[config.mk]
export PLATFORM = sky130hd
export DESIGN_NAME = writeback_stage_flat
export DESIGN_NICKNAME = d
export VERILOG_FILES = /design/src/rtl/riscv_pkg.sv /design/src/rtl/writeback_stage_if.sv /design/src/rtl/writeback_stage_load_align.sv /design/src/rtl/writeback_stage.sv /design/src/flat_wrapper.sv
export SDC_FILE = /design/constraint.sdc
export NUM_CORES = 1
export LEC_CHECK = 0
export CORE_MARGIN = 5
export CORE_UTILIZATION = 38
export DETAILED_ROUTE_END_ITERATION = 8
export GPL_ROUTABILITY_DRIVEN = 0
export PLACE_DENSITY = 0.78
export SYNTH_ARGS = -nofsm -noshare
export SYNTH_HDL_FRONTEND = slang
export SYNTH_SLANG_ARGS = --single-unit
[constraint.sdc]
create_clock -name clk -period 1.6 [get_ports clk]
set_input_delay 0.16 -clock clk [delete_from_list [all_inputs] [get_ports clk]]
set_output_delay 0.16 -clock clk [all_outputs]
set_load 0.03 [all_outputs]
[src/rtl/riscv_pkg.sv]
// Shared encodings and types for the writeback stage.
package riscv_pkg;

  localparam int unsigned XLEN    = 32;
  localparam int unsigned REG_W   = 5;
  localparam int unsigned WBSEL_W = 2;
  localparam int unsigned F3_W    = 3;

  // Writeback source select
  localparam logic [WBSEL_W-1:0] WB_NONE = 2'b00;
  localparam logic [WBSEL_W-1:0] WB_ALU  = 2'b01;
  localparam logic [WBSEL_W-1:0] WB_LOAD = 2'b10;
  localparam logic [WBSEL_W-1:0] WB_PC4  = 2'b11;

  // Load funct3 encodings
  localparam logic [F3_W-1:0] F3_LB  = 3'b000;
  localparam logic [F3_W-1:0] F3_LH  = 3'b001;
  localparam logic [F3_W-1:0] F3_LW  = 3'b010;
  localparam logic [F3_W-1:0] F3_LBU = 3'b100;
  localparam logic [F3_W-1:0] F3_LHU = 3'b101;

  typedef enum logic {
    IDLE      = 1'b0,
    WAIT_LOAD = 1'b1
  } wb_state_t;

  // Context captured when a load is accepted, used when its data returns
  typedef struct packed {
    logic [REG_W-1:0] rd;
    logic [F3_W-1:0]  funct3;
    logic [1:0]       addr_lo;
  } ld_ctx_t;

endpackage

[src/rtl/writeback_stage_if.sv]
// Execute-stage handshake and data-memory return bus into the writeback stage.
interface writeback_stage_if;
  import riscv_pkg::*;

  logic                ex_valid;
  logic                ex_ready;
  logic [REG_W-1:0]    ex_rd;
  logic [WBSEL_W-1:0]  ex_wb_sel;
  logic [XLEN-1:0]     ex_alu_result;
  logic [XLEN-1:0]     ex_pc_plus4;
  logic [F3_W-1:0]     ex_ld_funct3;
  logic                dmem_rvalid;
  logic [XLEN-1:0]     dmem_rdata;

  modport master (
    output ex_valid, ex_rd, ex_wb_sel, ex_alu_result, ex_pc_plus4, ex_ld_funct3,
    output dmem_rvalid, dmem_rdata,
    input  ex_ready
  );

  modport slave (
    input  ex_valid, ex_rd, ex_wb_sel, ex_alu_result, ex_pc_plus4, ex_ld_funct3,
    input  dmem_rvalid, dmem_rdata,
    output ex_ready
  );

endinterface

[src/rtl/writeback_stage_load_align.sv]
// Load data alignment and sign/zero extension; flags unsupported funct3.
module load_align
  import riscv_pkg::*;
(
  input  logic [F3_W-1:0] funct3,
  input  logic [1:0]      addr_lo,
  input  logic [XLEN-1:0] rdata,
  output logic [XLEN-1:0] data,
  output logic            illegal
);

  logic [7:0]  byte_sel;
  logic [15:0] half_sel;

  // Byte lane picked by the low address bits; halfword only looks at addr[1]
  always_comb begin
    byte_sel = rdata[7:0];
    case (addr_lo)
      2'd0:    byte_sel = rdata[7:0];
      2'd1:    byte_sel = rdata[15:8];
      2'd2:    byte_sel = rdata[23:16];
      default: byte_sel = rdata[31:24];
    endcase
    half_sel = addr_lo[1] ? rdata[31:16] : rdata[15:0];
  end

  // Extension by load type
  always_comb begin
    data    = '0;
    illegal = 1'b0;
    case (funct3)
      F3_LB:   data = {{24{byte_sel[7]}}, byte_sel};
      F3_LH:   data = {{16{half_sel[15]}}, half_sel};
      F3_LW:   data = rdata;
      F3_LBU:  data = {24'd0, byte_sel};
      F3_LHU:  data = {16'd0, half_sel};
      default: illegal = 1'b1;
    endcase
  end

endmodule

[src/rtl/writeback_stage.sv]
// Writeback stage: source select, load wait with timeout, registered RF write and forwarding.
module writeback_stage
  import riscv_pkg::*;
#(
  parameter int unsigned LOAD_TIMEOUT = 64,
  parameter int unsigned CNT_W        = 7
) (
  input  logic              clk,
  input  logic              rst_n,
  writeback_stage_if.slave  wb,
  output logic              rf_wr_en,
  output logic [REG_W-1:0]  rf_rd,
  output logic [XLEN-1:0]   rf_result,
  output logic              fwd_valid,
  output logic [REG_W-1:0]  fwd_rd,
  output logic [XLEN-1:0]   fwd_value,
  output logic              ld_err
);

  wb_state_t         state_q, state_d;
  logic [CNT_W-1:0]  cnt_q, cnt_d;
  ld_ctx_t           ctx_q, ctx_d;
  logic              wr_en_d;
  logic [REG_W-1:0]  rd_d;
  logic [XLEN-1:0]   res_d;
  logic              err_d;
  logic [XLEN-1:0]   ld_data;
  logic              ld_illegal;
  logic              cnt_last;

  load_align u_load_align (
    .funct3  (ctx_q.funct3),
    .addr_lo (ctx_q.addr_lo),
    .rdata   (wb.dmem_rdata),
    .data    (ld_data),
    .illegal (ld_illegal)
  );

  assign wb.ex_ready = (state_q == IDLE);
  assign cnt_last    = (cnt_q == CNT_W'(LOAD_TIMEOUT - 1));

  // Register file writes land at posedge; decode sees the same values early
  assign fwd_valid = rf_wr_en;
  assign fwd_rd    = rf_rd;
  assign fwd_value = rf_result;

  // Next-state and next-output logic
  always_comb begin
    state_d = state_q;
    cnt_d   = cnt_q;
    ctx_d   = ctx_q;
    wr_en_d = 1'b0;
    rd_d    = rf_rd;
    res_d   = rf_result;
    err_d   = 1'b0;
    case (state_q)
      IDLE: begin
        if (wb.ex_valid) begin
          case (wb.ex_wb_sel)
            WB_ALU: begin
              wr_en_d = (wb.ex_rd != '0);
              rd_d    = wb.ex_rd;
              res_d   = wb.ex_alu_result;
            end
            WB_PC4: begin
              wr_en_d = (wb.ex_rd != '0);
              rd_d    = wb.ex_rd;
              res_d   = wb.ex_pc_plus4;
            end
            WB_LOAD: begin
              ctx_d   = '{rd: wb.ex_rd, funct3: wb.ex_ld_funct3, addr_lo: wb.ex_alu_result[1:0]};
              cnt_d   = '0;
              state_d = WAIT_LOAD;
            end
            default: ;
          endcase
        end
      end
      WAIT_LOAD: begin
        // Data arriving on the expiry cycle still wins over the timeout
        if (wb.dmem_rvalid) begin
          state_d = IDLE;
          if (ld_illegal) begin
            err_d = 1'b1;
          end else begin
            wr_en_d = (ctx_q.rd != '0);
            rd_d    = ctx_q.rd;
            res_d   = ld_data;
          end
        end else if (cnt_last) begin
          err_d   = 1'b1;
          state_d = IDLE;
        end else begin
          cnt_d = cnt_q + CNT_W'(1);
        end
      end
      default: state_d = IDLE;
    endcase
  end

  // State, counter, load context and output registers
  always_ff @(posedge clk or negedge rst_n) begin
    if (!rst_n) begin
      state_q   <= IDLE;
      cnt_q     <= '0;
      ctx_q     <= '0;
      rf_wr_en  <= 1'b0;
      rf_rd     <= '0;
      rf_result <= '0;
      ld_err    <= 1'b0;
    end else begin
      state_q   <= state_d;
      cnt_q     <= cnt_d;
      ctx_q     <= ctx_d;
      rf_wr_en  <= wr_en_d;
      rf_rd     <= rd_d;
      rf_result <= res_d;
      ld_err    <= err_d;
    end
  end

endmodule
[src/flat_wrapper.sv]
// flat-port wrapper written by rule: the top's interface ports become plain ports
module writeback_stage_flat import riscv_pkg::*;
#(
  parameter int unsigned LOAD_TIMEOUT = 64,
  parameter int unsigned CNT_W        = 7
)
  (clk, rst_n, rf_wr_en, rf_rd, rf_result, fwd_valid, fwd_rd, fwd_value, ld_err, wb_ex_valid, wb_ex_rd, wb_ex_wb_sel, wb_ex_alu_result, wb_ex_pc_plus4, wb_ex_ld_funct3, wb_dmem_rvalid, wb_dmem_rdata, wb_ex_ready);
  writeback_stage_if wb_i ();
  input  logic clk;
  input  logic rst_n;
  output logic rf_wr_en;
  output logic [REG_W-1:0] rf_rd;
  output logic [XLEN-1:0] rf_result;
  output logic fwd_valid;
  output logic [REG_W-1:0] fwd_rd;
  output logic [XLEN-1:0] fwd_value;
  output logic ld_err;
  input wire logic [$bits(wb_i.ex_valid)-1:0] wb_ex_valid;
  input wire logic [$bits(wb_i.ex_rd)-1:0] wb_ex_rd;
  input wire logic [$bits(wb_i.ex_wb_sel)-1:0] wb_ex_wb_sel;
  input wire logic [$bits(wb_i.ex_alu_result)-1:0] wb_ex_alu_result;
  input wire logic [$bits(wb_i.ex_pc_plus4)-1:0] wb_ex_pc_plus4;
  input wire logic [$bits(wb_i.ex_ld_funct3)-1:0] wb_ex_ld_funct3;
  input wire logic [$bits(wb_i.dmem_rvalid)-1:0] wb_dmem_rvalid;
  input wire logic [$bits(wb_i.dmem_rdata)-1:0] wb_dmem_rdata;
  output wire logic [$bits(wb_i.ex_ready)-1:0] wb_ex_ready;
  assign wb_i.ex_valid = wb_ex_valid;
  assign wb_i.ex_rd = wb_ex_rd;
  assign wb_i.ex_wb_sel = wb_ex_wb_sel;
  assign wb_i.ex_alu_result = wb_ex_alu_result;
  assign wb_i.ex_pc_plus4 = wb_ex_pc_plus4;
  assign wb_i.ex_ld_funct3 = wb_ex_ld_funct3;
  assign wb_i.dmem_rvalid = wb_dmem_rvalid;
  assign wb_i.dmem_rdata = wb_dmem_rdata;
  assign wb_ex_ready = wb_i.ex_ready;
  writeback_stage #(.LOAD_TIMEOUT(LOAD_TIMEOUT), .CNT_W(CNT_W)) u_core (.clk(clk), .rst_n(rst_n), .wb(wb_i), .rf_wr_en(rf_wr_en), .rf_rd(rf_rd), .rf_result(rf_result), .fwd_valid(fwd_valid), .fwd_rd(fwd_rd), .fwd_value(fwd_value), .ld_err(ld_err));
endmodule
Word level (Yosys, flattened, before mapping)
Cells that the tools add are included.

word-level totals
  output and inout bits = 78
  latch bits = 0
  register bits after elaboration = 57
  bits in read-only memories = 0
  logic and storage cells = 71
  memories kept = 0
  memory bits (writable) = 0

cells by class
  bitwise logic cells = 1
  $lt $le $gt $ge = 0
  equality and inequality tests = 18
  add/subtract/negate cells = 1
  muxes and demuxes = 32
  shift operators = 0
  div/mod/pow operators = 0
  multiply operators = 0
  reductions and logical operators = 10

operators with widths
  cell                 number
  $pmux 32 s5          1
  $pmux 32 s2          2
  $mux 32              3
  $mux 7               4
  $pmux 8 s3           1
  $mux 5               4
  $mux 16              1
  $pmux 7 s2           1
  $mux 1               12
  $ne 2x2->1 const B   6
  $reduce_and 4->1     3
  $pmux 5 s2           1
  $reduce_bool 5->1    2
  $add 7x1->7 const B  1
  $eq 7x6->1 const B   1
  $eq 2x2->1 const B   3
  $eq 3x3->1 const B   2
  $reduce_or 5->1      1
  $eq 2x1->1 const B   2
  $pmux 1 s2           2
  $eq 3x1->1 const B   1
  $eq 3x2->1 const B   1
  $logic_not 3->1      1
  $ne 3x1->1 const B   1
  other kinds (5)      5

Logic depth before layout (Yosys ltp)
Gate-level depths: netlist of run 1.

  depth in word-level cells = 6
  depth in mapped cells = 7
  mapped depth without buffers = 5

Cells and area by module
Synthesis of run 1 repeated with hierarchy kept, for this count alone.

unflattened totals
  cells, all modules = 447
  area total of the unflattened synthesis = 4316.6 um^2

modules (own cells, without submodules)
  module           instances  area each (um^2)  cells an instance
  writeback_stage  1          3269.4            311
  load_align       1          1047.3            136

Least setup slack after synthesis of run 1
OpenSTA, ideal clock, no wires.

  kind = flip-flop to flip-flop
  start point = register u_core.ctx_q[0] in the netlist's numbering
  end point = register u_core.rf_result[13] (netlist: u_core.fwd_value[13])
  library setup time = 0.131 ns
  cell stages (with the launch flop) = 7
  path slack = -0.007 ns
  path buffers = 2
  arrival time = 1.475 ns
  cell sequence = dfrtp_1 > buf_2 > mux2i_1 > o22ai_4 > buf_6 > a222oi_1 > o21ai_1

on the way
  longest elaborated chain between the ends = 6

ends and longest elaborated chain
  element                             line                              text
  start, declared                     writeback_stage.sv:22             ld_ctx_t ctx_q, ctx_d;
  start signal, assigned              writeback_stage.sv:114            ctx_q <= ctx_d;
  $eq 2x2->1 (tied with other cells)  writeback_stage_load_align.sv:18  case (addr_lo)
  $pmux 8 s3 (*)                      writeback_stage_load_align.sv:18
  $pmux 32 s5 (*)                     writeback_stage_load_align.sv:31  case (funct3)
  $mux 32 (*)                         writeback_stage.sv:83             if (ld_illegal) begin
  $mux 32 (*)                         writeback_stage.sv:81             if (wb.dmem_rvalid) begin
  $pmux 32 s2 (*)                     writeback_stage.sv:56             case (state_q)
  end signal, assigned                writeback_stage.sv:117            rf_result <= res_d;
  end, declared                       writeback_stage.sv:13             output logic [XLEN-1:0] rf_result,

Every way passes the cells marked *; elsewhere a longest branch is shown, timed or not. The select of a mux whose other input is x is not followed.
A chain may end at the register's enable or synchronous reset.

Worst setup path after layout of run 1
  start point = register u_core.ctx_q[2] in the netlist's numbering
  end point = register u_core.rf_result[16] (netlist: u_core.fwd_value[16])

on the way
  longest elaborated chain between the ends = 5

ends and longest elaborated chain
  element                             line
  $eq 3x3->1 (tied with other cells)  writeback_stage_load_align.sv:31
  $pmux 32 s5                         writeback_stage_load_align.sv:31
  $mux 32                             writeback_stage.sv:83
  $mux 32                             writeback_stage.sv:81
  $pmux 32 s2                         writeback_stage.sv:56

Parallel ways exist; a longest one is shown, timed or not. The select of a mux whose other input is x is not followed.

==> results by stage, run 1 <==
Run status:
- The run finished, with violations left.
- The final reports fail on setup timing.

Route:
- The average detailed-routed wire length per instance is 20.5 microns.
- The routed layout has 4376 vias.
- The detail-routed via count per cell is 5.71.
- Once detail routing completed, the nets flagged for antenna violations numbered 0.
- The number of DRC violations after detailed routing is 0.
- After detailed routing, the total wire length is 15800 microns.
- The first-pass detailed-route iteration total is 8.
- The detailed router's first-iteration violation count is 365.

Logic synthesis:
- Synthesis produced a netlist whose cell count is 437.
- The number of flip-flops and latches in the synthesized netlist is 57.
- sky130_fd_sc_hd__nand2_1 is the most common cell in the netlist.
- The average instance in the mapped netlist occupies 9.17 sq um.
- The register area share after synthesis is 35.6%.
- The post-synthesis net count is 548.
- The post-synthesis cell type count is 45.
- The biggest area contributor in the post-synthesis netlist is sky130_fd_sc_hd__dfrtp_1.
- The count of flip-flops with a built-in enable after synthesis is 0.
- The commonest cells after synthesis are sky130_fd_sc_hd__nand2_1 (63), sky130_fd_sc_hd__dfrtp_1 (57), sky130_fd_sc_hd__buf_4 (39).
- Sorting the synthesized cells by area gives the leading types as sky130_fd_sc_hd__dfrtp_1 (36%), sky130_fd_sc_hd__buf_4 (7.3%), sky130_fd_sc_hd__mux2i_1 (7.2%).
- The most used flip-flop cell after synthesis is sky130_fd_sc_hd__dfrtp_1.
- For this run, the number of Yosys warnings is 0.
- The fraction of post-synthesis cell area in the top cell type by area is 35.6%.
- The cell area after technology mapping is 4010 sq um.
- The share of synthesized flip-flops with an asynchronous set or reset is 100%.

Clock tree:
- The clock drives 57 sinks.
- The clock passes through at most 2 buffers.
- The number of buffers created by CTS is 9.
- The clock reaches the later pin of the worst-skew pair after 0.34 ns.
- TritonCTS built the clock tree.
- The buffer cell driving the clock tree root is sky130_fd_sc_hd__clkbuf_8.
- After clock tree synthesis, the clock-pin slew on the worst setup and hold paths is 0.08 ns.
- The H-tree generated during clock tree synthesis spans 3 levels.

Layout:
- For this run, the post-layout net count is 737.
- In the final layout, the share of cells above drive strength 1 is 23.9%.
- Fill cells in the final layout number 804.
- From synthesis to final layout, the design area changed by 69.0%.
- The number of diodes is 0.
- For this run, the share of the core covered by cells in the final layout is 65.6%.

Place:
- In this run the tool buffered the top-level ports with 187 buffer cells.
- Detailed placement ended at an HPWL of 11300 microns.
- The worst slack at placement is -0.404 ns.

Setup path:
- Traced cell by cell, the critical path runs through buf_6 -> o21a_1 -> o31a_1 -> bufbuf_16 -> nand2_1 -> o211ai_1.
- The worst register-to-register path has a setup slack of -0.17 ns.
- The worst setup path is captured at a flop.
- The critical path arrival is 1.99 ns.
- In this run the worst path has a maximum fanout of 12.
- For the worst setup path, the data required time is 1.81 ns.
- The capture point of the worst path is u_core.fwd_value[16].
- The largest individual stage delay along the critical path comes from the cell sky130_fd_sc_hd__dfrtp_2.
- The largest stage delay on the critical path is 0.44 ns.
- The destination of the worst register-to-register timing path is u_core.fwd_value[16].
- The category of the critical setup timing path is reg -> reg.
- The kind of start point of the critical path is a flop.
- The depth of the worst register-to-register path is 6.
- In this run the worst setup path begins at u_core.ctx_q[2].
- In this run the critical register-to-register path is launched from u_core.ctx_q[2].

GRT:
- The total global routing overflow is 0.
- For this run, the total global-route usage over all layers was measured as 23.4%.
- The via count of the first global-routing pass is 4531.
- The wire length of the first global-routing pass is 23600 microns.
- The number of antenna violations at the first check in global routing is 0.
- The pin count of the biggest net entering global routing is 58.

Floorplan:
- 188 I/O pins were placed.
- The die covers 12700 sq um.
- The number of placement rows is 37.
- The initial core utilization is 38.8%.
- The die is 113 microns wide.
- The die is 113 microns tall.
- The area of the core region is 10300 sq um.

Power:
- For this design the ratio of total power to cell area is 1130 nW/um^2.
- The cell leakage power is 3.29 nW.
- The worst IR drop on VDD is 593 uV.
- The total design power is 7.66 mW.

STA:
- The number of hold violations in the final report was 0.
- The relative slew slack is 69.4%.
- The actual slew at the worst max-slew pin is 0.458 ns.
- Clock skew on the completed layout was measured at 0.0149 ns.
- The number of max-slew violations in the final report is 0.
- Dividing the final minimum period by the clock period gives 111%.
- For this run, the top clock speed supported by timing is 563 MHz.
- Setup repair after global routing could not meet its margin everywhere.
- The sum of negative setup slack is -3.12 ns.
- Counting I/O delays and the setup requirement, the final critical path takes 1.77 ns.
- The count of final setup violators is 32.
- Once routing completed, OpenROAD measured the worst setup slack at -0.175 ns.

Job:
- Across the run, the number of max-cap violations was 0.

Hold path:
- The tightest min-delay check is of the in -> async type.
[what timing repair did]
action                     4_1_cts  5_1_grt
pin swaps                       11        8
resized for setup               42       70
setup endpoints to repair       48       98
hold buffers                     1        0
hold endpoints to repair        57        0
setup buffers                   12        6
cloned                           3        1
[per-layer routing]
metal / vias to the layer above / part of all wire [%] / GRT usage [%]
li1: 1971 / - / -
met5: - / 0 / 0
met4: 0 / 5.2 / 11.4
met3: 66 / 9.0 / 6.95
met2: 252 / 50 / 40.6
met1: 2087 / 36 / 26.0
[how the worst min path moves through the flow]
stage / to / cells past startpoint / slack, ns
6_report: u_core.fwd_value[20] / 3 / 0.36
5_1_grt: u_core.fwd_value[20] / 3 / 0.38
4_1_cts: u_core.ctx_q[3] / 3 / 0.37
3_5_place_dp: u_core.fwd_value[20] / 2 / 0.20
3_3_place_gp: u_core.fwd_value[21] / 2 / 0.19
2_1_floorplan: u_core.cnt_q[0] / 0 / -0.14
[per-stage QoR]
| stage | hold slack [ns] | cells | instance area (sq um) |
|---|---|---|---|
| after floorplan | -0.136 | 437 | 4020 |
| after global placement | 0.187 | 731 | 6030 |
| after detailed placement | 0.199 | 731 | 6030 |
| after CTS | 0.368 | 761 | 6510 |
| after global routing | 0.380 | 767 | 6770 |
| final | 0.363 | 767 | 6770 |
[critical path, delay by kind of cell (launching register included)]
family / cells / cell delay (ns)
AND/OR/NAND/NOR: 1 / 0.10
AO/OA/AOI/OAI: 3 / 0.64
buffers and inverters: 2 / 0.47
flip-flops: 1 / 0.44
[state kept, by name, indices dropped and copies added (netlist names)]
signal / cells
u_core.ctx_q: 10
u_core.fwd_valid: 1
u_core.fwd_value: 32
u_core.cnt_q: 7
u_core.fwd_rd: 5
u_core.ld_err: 1
u_core.state_q: 1
[layout make-up]
type,count,area (sq um),area share [%]
repair buffers,252,2700,39.9
flip-flops and latches,57,1430,21.1
inverters,7,30.0,0.444
clock inverters,6,67.6,0.998
multi-input cells,299,2230,32.9
clock buffers,10,138,2.03
well taps,136,170,2.51
[report_power, final]
group	switching, mW	internal, mW
sequential	0.305	1.77
combinational	2.27	1.91
clock	0.636	0.763
total	3.21	4.44
[logic make-up (layout without fill, tap and decap cells)]
group / after synthesis / after routing / share of synthesized area (%)
buffers and inverters: 82 / 275 / 12.7
AND/OR/NAND/NOR: 117 / 118 / 13.9
multiplexers: 46 / 46 / 12.0
flip-flops: 57 / 57 / 35.6
adder cells (fa/ha/maj): 1 / 1 / 0.312
AO/OA/AOI/OAI: 134 / 134 / 25.4
[placed cells by master (no fill, tap or decap), types with 10 or more instances in the layout]
| master | n |
|---|---|
| sky130_fd_sc_hd__dfrtp_1 | 53 |
| sky130_fd_sc_hd__dlymetal6s2s_1 | 52 |
| sky130_fd_sc_hd__nand2_1 | 62 |
| sky130_fd_sc_hd__clkbuf_8 | 10 |
| sky130_fd_sc_hd__dlygate4sd2_1 | 13 |
| sky130_fd_sc_hd__clkdlybuf4s50_1 | 120 |
| sky130_fd_sc_hd__buf_12 | 11 |
| sky130_fd_sc_hd__o21ai_0 | 16 |
| sky130_fd_sc_hd__mux2i_1 | 27 |
| sky130_fd_sc_hd__o22a_1 | 14 |
| sky130_fd_sc_hd__mux2_2 | 17 |
| sky130_fd_sc_hd__a21oi_1 | 12 |
| sky130_fd_sc_hd__buf_4 | 42 |
| sky130_fd_sc_hd__a211oi_1 | 21 |
| sky130_fd_sc_hd__nand3_1 | 24 |
| sky130_fd_sc_hd__o211ai_1 | 18 |
Power figures use the tool's default switching activity.
==> run 2: changes to the inputs <==
- CORE_UTILIZATION: 38 -> 42
- GPL_TIMING_DRIVEN: unset -> 0
- PLACE_DENSITY: 0.78 -> 0.82
- clock period: 1.6 -> 2.17 ns (I/O delays scaled with it)
==> run 2 against run 1 <==
The run now ends clean. Clock skew down 0.0056 ns. Global-route usage rose by 1.4 points. Final cell count up 0.13%. Sequential power shrank 27%. Final area down 7.9%. Non-clock buffer count increased by 9. Register-to-register slack improved by 0.36 ns. Sequential share of layout area grew 1.7 points. Routed wire length is 6.9% lower. Core utilization rose by 1.6 points. Via count down 0.57%. Count of clock-buffer cells in the layout increased by 1. Largest cell class unchanged. Highest routed layer unchanged.
==> results by stage, run 2 (synthesized netlist as in run 1, its figures left out) <==
Setup path:
- At the worst endpoint, the arrival time is 1.82 ns.
- The signal on the critical path passes through buf_2 -> inv_1 -> buf_2 -> dlygate4sd2_1.
- The critical path is of the reg -> out type.
- The buffers plus inverters on the worst setup path is 4.
- In this run the worst path has a maximum fanout of 19.
- The kind of end point of the critical path is an output port.
- The cell family contributing the most delay on the critical path is buffers and inverters.
- The slowest stage cell on the critical path is sky130_fd_sc_hd__dlygate4sd2_1.
- The required time of the worst setup path is 1.95 ns.
- In this design, the stage delay of the slowest critical-path cell is 0.45 ns.
- The worst setup path is launched from a flop.
- The cell type with the highest occurrence count on the critical path is sky130_fd_sc_hd__buf_2.

Place:
- The worst slack at placement is -0.0583 ns.
- Buffers placed on the I/O ports in this run total 185.
- The half-perimeter wire length of the detailed placement result is 11800 microns.

Clock tree:
- The clock slew at the register clock pins of the worst setup and hold paths is 0.07 ns.
- The number of buffers created by CTS is 9.
- The clock reaches the later pin of the worst-skew pair after 0.35 ns.
- The clock tree from TritonCTS is done.
- In this run the deepest clock path goes through 2 buffers.
- The cell sitting at the root of the clock tree is a sky130_fd_sc_hd__clkbuf_8.
- The clock tree synthesis step divided the H-tree into 3 levels.
- The clock sink count is 57.
- The post-CTS repair timing setup buffer count is 0.

Power:
- For this design the total switching power over the nets is 2.29 mW.
- The portion of total power attributed to combinational logic is 54.8%.
- The total design power is 5.59 mW.
- Of the total power, the clock network draws 18.0%.
- Across the VDD grid, the largest voltage drop is 472 uV.
- The share of total power dissipated in sequential elements is 27.2%.
- The cell leakage power is 2.54 nW.
- The switching part of the total is 41.0%.
- Dividing total power by cell area gives a power density of 896 nW/um^2.
- The internal power of the cells totals 3.30 mW.

Layout:
- From synthesis to final layout, the design area changed by 55.7%.
- In the layout the commonest cells are sky130_fd_sc_hd__clkdlybuf4s50_1 (183), sky130_fd_sc_hd__nand2_1 (63), sky130_fd_sc_hd__dfrtp_1 (57), sky130_fd_sc_hd__buf_4 (39), sky130_fd_sc_hd__nand3_1 (30).
- The register with the most flip-flops in the layout has 32 of them.
- In the final layout, the share of cells above drive strength 1 is 17.5%.
- The repair_antennas step left the layout with diodes totalling 0.
- The most common library cell in the layout ignoring fill and taps is sky130_fd_sc_hd__clkdlybuf4s50_1.
- The final layout contains 745 nets.

Run status:
- The run finished with clean final reports.

Route:
- For this run, design rule violations remaining after detail routing come to 0.
- The first-pass detailed-route iteration total is 5.
- The detail-routed via count per cell is 5.67.
- After detailed routing, the average wire length per cell comes to 19.1 microns.
- After the first detailed-routing iteration, the DRC count stood at 350.
- Once detail routing completed, the nets flagged for antenna violations numbered 0.
- Summing over every cut layer, the via total after detailed routing is 4351.
- Summed over all layers, the routed wires come to 14700 microns.

GRT:
- The pin count of the biggest net entering global routing is 37.
- The aggregate global-route resource usage is 24.7%.
- The number of antenna violations at the first check in global routing is 0.
- The total global routing overflow is 0.
- The wire length of the first global-routing pass is 22300 microns.
- The via count of the first global-routing pass is 4286.

Floorplan:
- Measured along the x axis, the die boundary spans 108 microns.
- For this design the top-level I/O count stands at 188.
- The area of the core region is 9280 sq um.
- After floorplanning, the core was divided into 35 placement rows.
- The die area is 11600 sq um.
- From bottom edge to top edge, the die measures 108 microns.
- For this configuration, the core starts out at a cell density of 43.2%.

Hold path:
- In this run the worst hold path is classified as in -> async.

STA:
- Counting I/O delays and the setup requirement, the final critical path takes 2.04 ns.
- The part of the cycle the worst path needs is 93.9%.
- The number of hold violations in the final report is 0.
- The sum of negative setup slack is 0 ns.
- The worst pin sits at a relative slew slack of 39.3%.
- Hold is met by 0.402 ns.
- The upper clock frequency limit is 491 MHz.
- The worst-case setup margin in the final layout is 0.133 ns.
- The actual slew at the worst max-slew pin is 0.908 ns.
- The number of max-slew violations in the final report is 0.
- The worst clock skew is 0.00930 ns.
- The count of final setup violators is 0.
- Setup repair after global routing left no endpoint under its margin.

Job:
- The max-cap check violation count is 0.
==> run 2: changes by cell type in the layout (fill, tap and decap cells not counted), moves of 6 or more <==
cell / previous run / this run
sky130_fd_sc_hd__a21oi_2: 6 / 0
sky130_fd_sc_hd__buf_12: 11 / 1
sky130_fd_sc_hd__nand3_1: 24 / 30
sky130_fd_sc_hd__dlymetal6s2s_1: 52 / 0
sky130_fd_sc_hd__dlygate4sd2_1: 13 / 1
sky130_fd_sc_hd__clkdlybuf4s50_1: 120 / 183
sky130_fd_sc_hd__clkbuf_1: 0 / 12
sky130_fd_sc_hd__buf_2: 1 / 15
sky130_fd_sc_hd__a21oi_1: 12 / 18
sky130_fd_sc_hd__nand3_2: 6 / 0
==> run 2: what timing repair did <==
item | 4_1_cts | 5_1_grt
setup endpoints to repair | 1 | 0
resized for setup | 1 | 0
hold buffers | 1 | 0
hold endpoints to repair | 21 | 0
==> run 2: path summary, 6_finish.rpt <==
kind / from / endpoint / slack [ns] / cells past startpoint
setup / recovery: u_core.state_q / wb_ex_ready / 0.13 / 4
hold / removal: rst_n / u_core.fwd_value[24] / 0.40 / 2
setup reg to reg: u_core.ctx_q[0] / u_core.fwd_value[14] / 0.19 / 6
hold reg to reg: u_core.ctx_q[9] / u_core.ctx_q[9] / 0.51 / 2
max in group asynchronous: rst_n / u_core.ctx_q[4] / 1.17 / 3
min in group clk: wb_ex_ld_funct3[1] / u_core.ctx_q[3] / 0.43 / 3
==> run 2: routing by layer <==
metal	routed length (microns)	global-route usage [%]	up-vias
li1	-	-	1982
met4	448	10.2	0
met5	0	0	-
met3	1280	6.60	42
met2	7560	43.8	240
met1	5370	28.0	2087
==> run 2: per-stage QoR <==
stage	instance area, sq um	cells	utilization, %
2_1_floorplan	4010	437	-
3_3_place_gp	6020	751	64.8
3_5_place_dp	6030	752	65.0
4_1_cts	6240	768	67.2
5_1_grt	6240	768	67.2
6_report	6240	768	67.2
==> run 2: final cells by class <==
| cell class | instances | area (sq um) |
|---|---|---|
| inverters | 7 | 26.3 |
| multi-input cells | 298 | 2070 |
| flip-flops and latches | 57 | 1430 |
| clock buffers | 11 | 141 |
| clock inverters | 5 | 55.1 |
| plain buffers | 74 | 480 |
| repair buffers | 187 | 1880 |
| well taps | 129 | 161 |
| fillers | 756 | 3050 |
==> run 2: power by group through the flow <==
stage | combinational, mW | sequential (mW) | clock, mW
3_3_place_gp | 3.01 | 1.53 | 0
5_1_grt | 3.23 | 1.56 | 1.07
6_report | 3.06 | 1.52 | 1.01
2_1_floorplan | 1.48 | 1.86 | 0
3_5_place_dp | 3.07 | 1.54 | 0
4_1_cts | 3.07 | 1.52 | 1.02
==> run 2: worst register-to-register path, stage by stage (launching register included) <==
cell and delay [ns]:
sky130_fd_sc_hd__dfrtp_1 0.31, sky130_fd_sc_hd__buf_2 0.24, sky130_fd_sc_hd__mux2i_1 0.34, sky130_fd_sc_hd__o22ai_4 0.16, sky130_fd_sc_hd__buf_6 0.17, sky130_fd_sc_hd__a222oi_1 0.51, sky130_fd_sc_hd__o21ai_1 0.10
==> run 3: changes to the inputs <==
- CTS_CLUSTER_SIZE: unset -> 10
==> results of run 3 <==
Same layout as run 2: the final DEF is identical, and so are final timing and power.
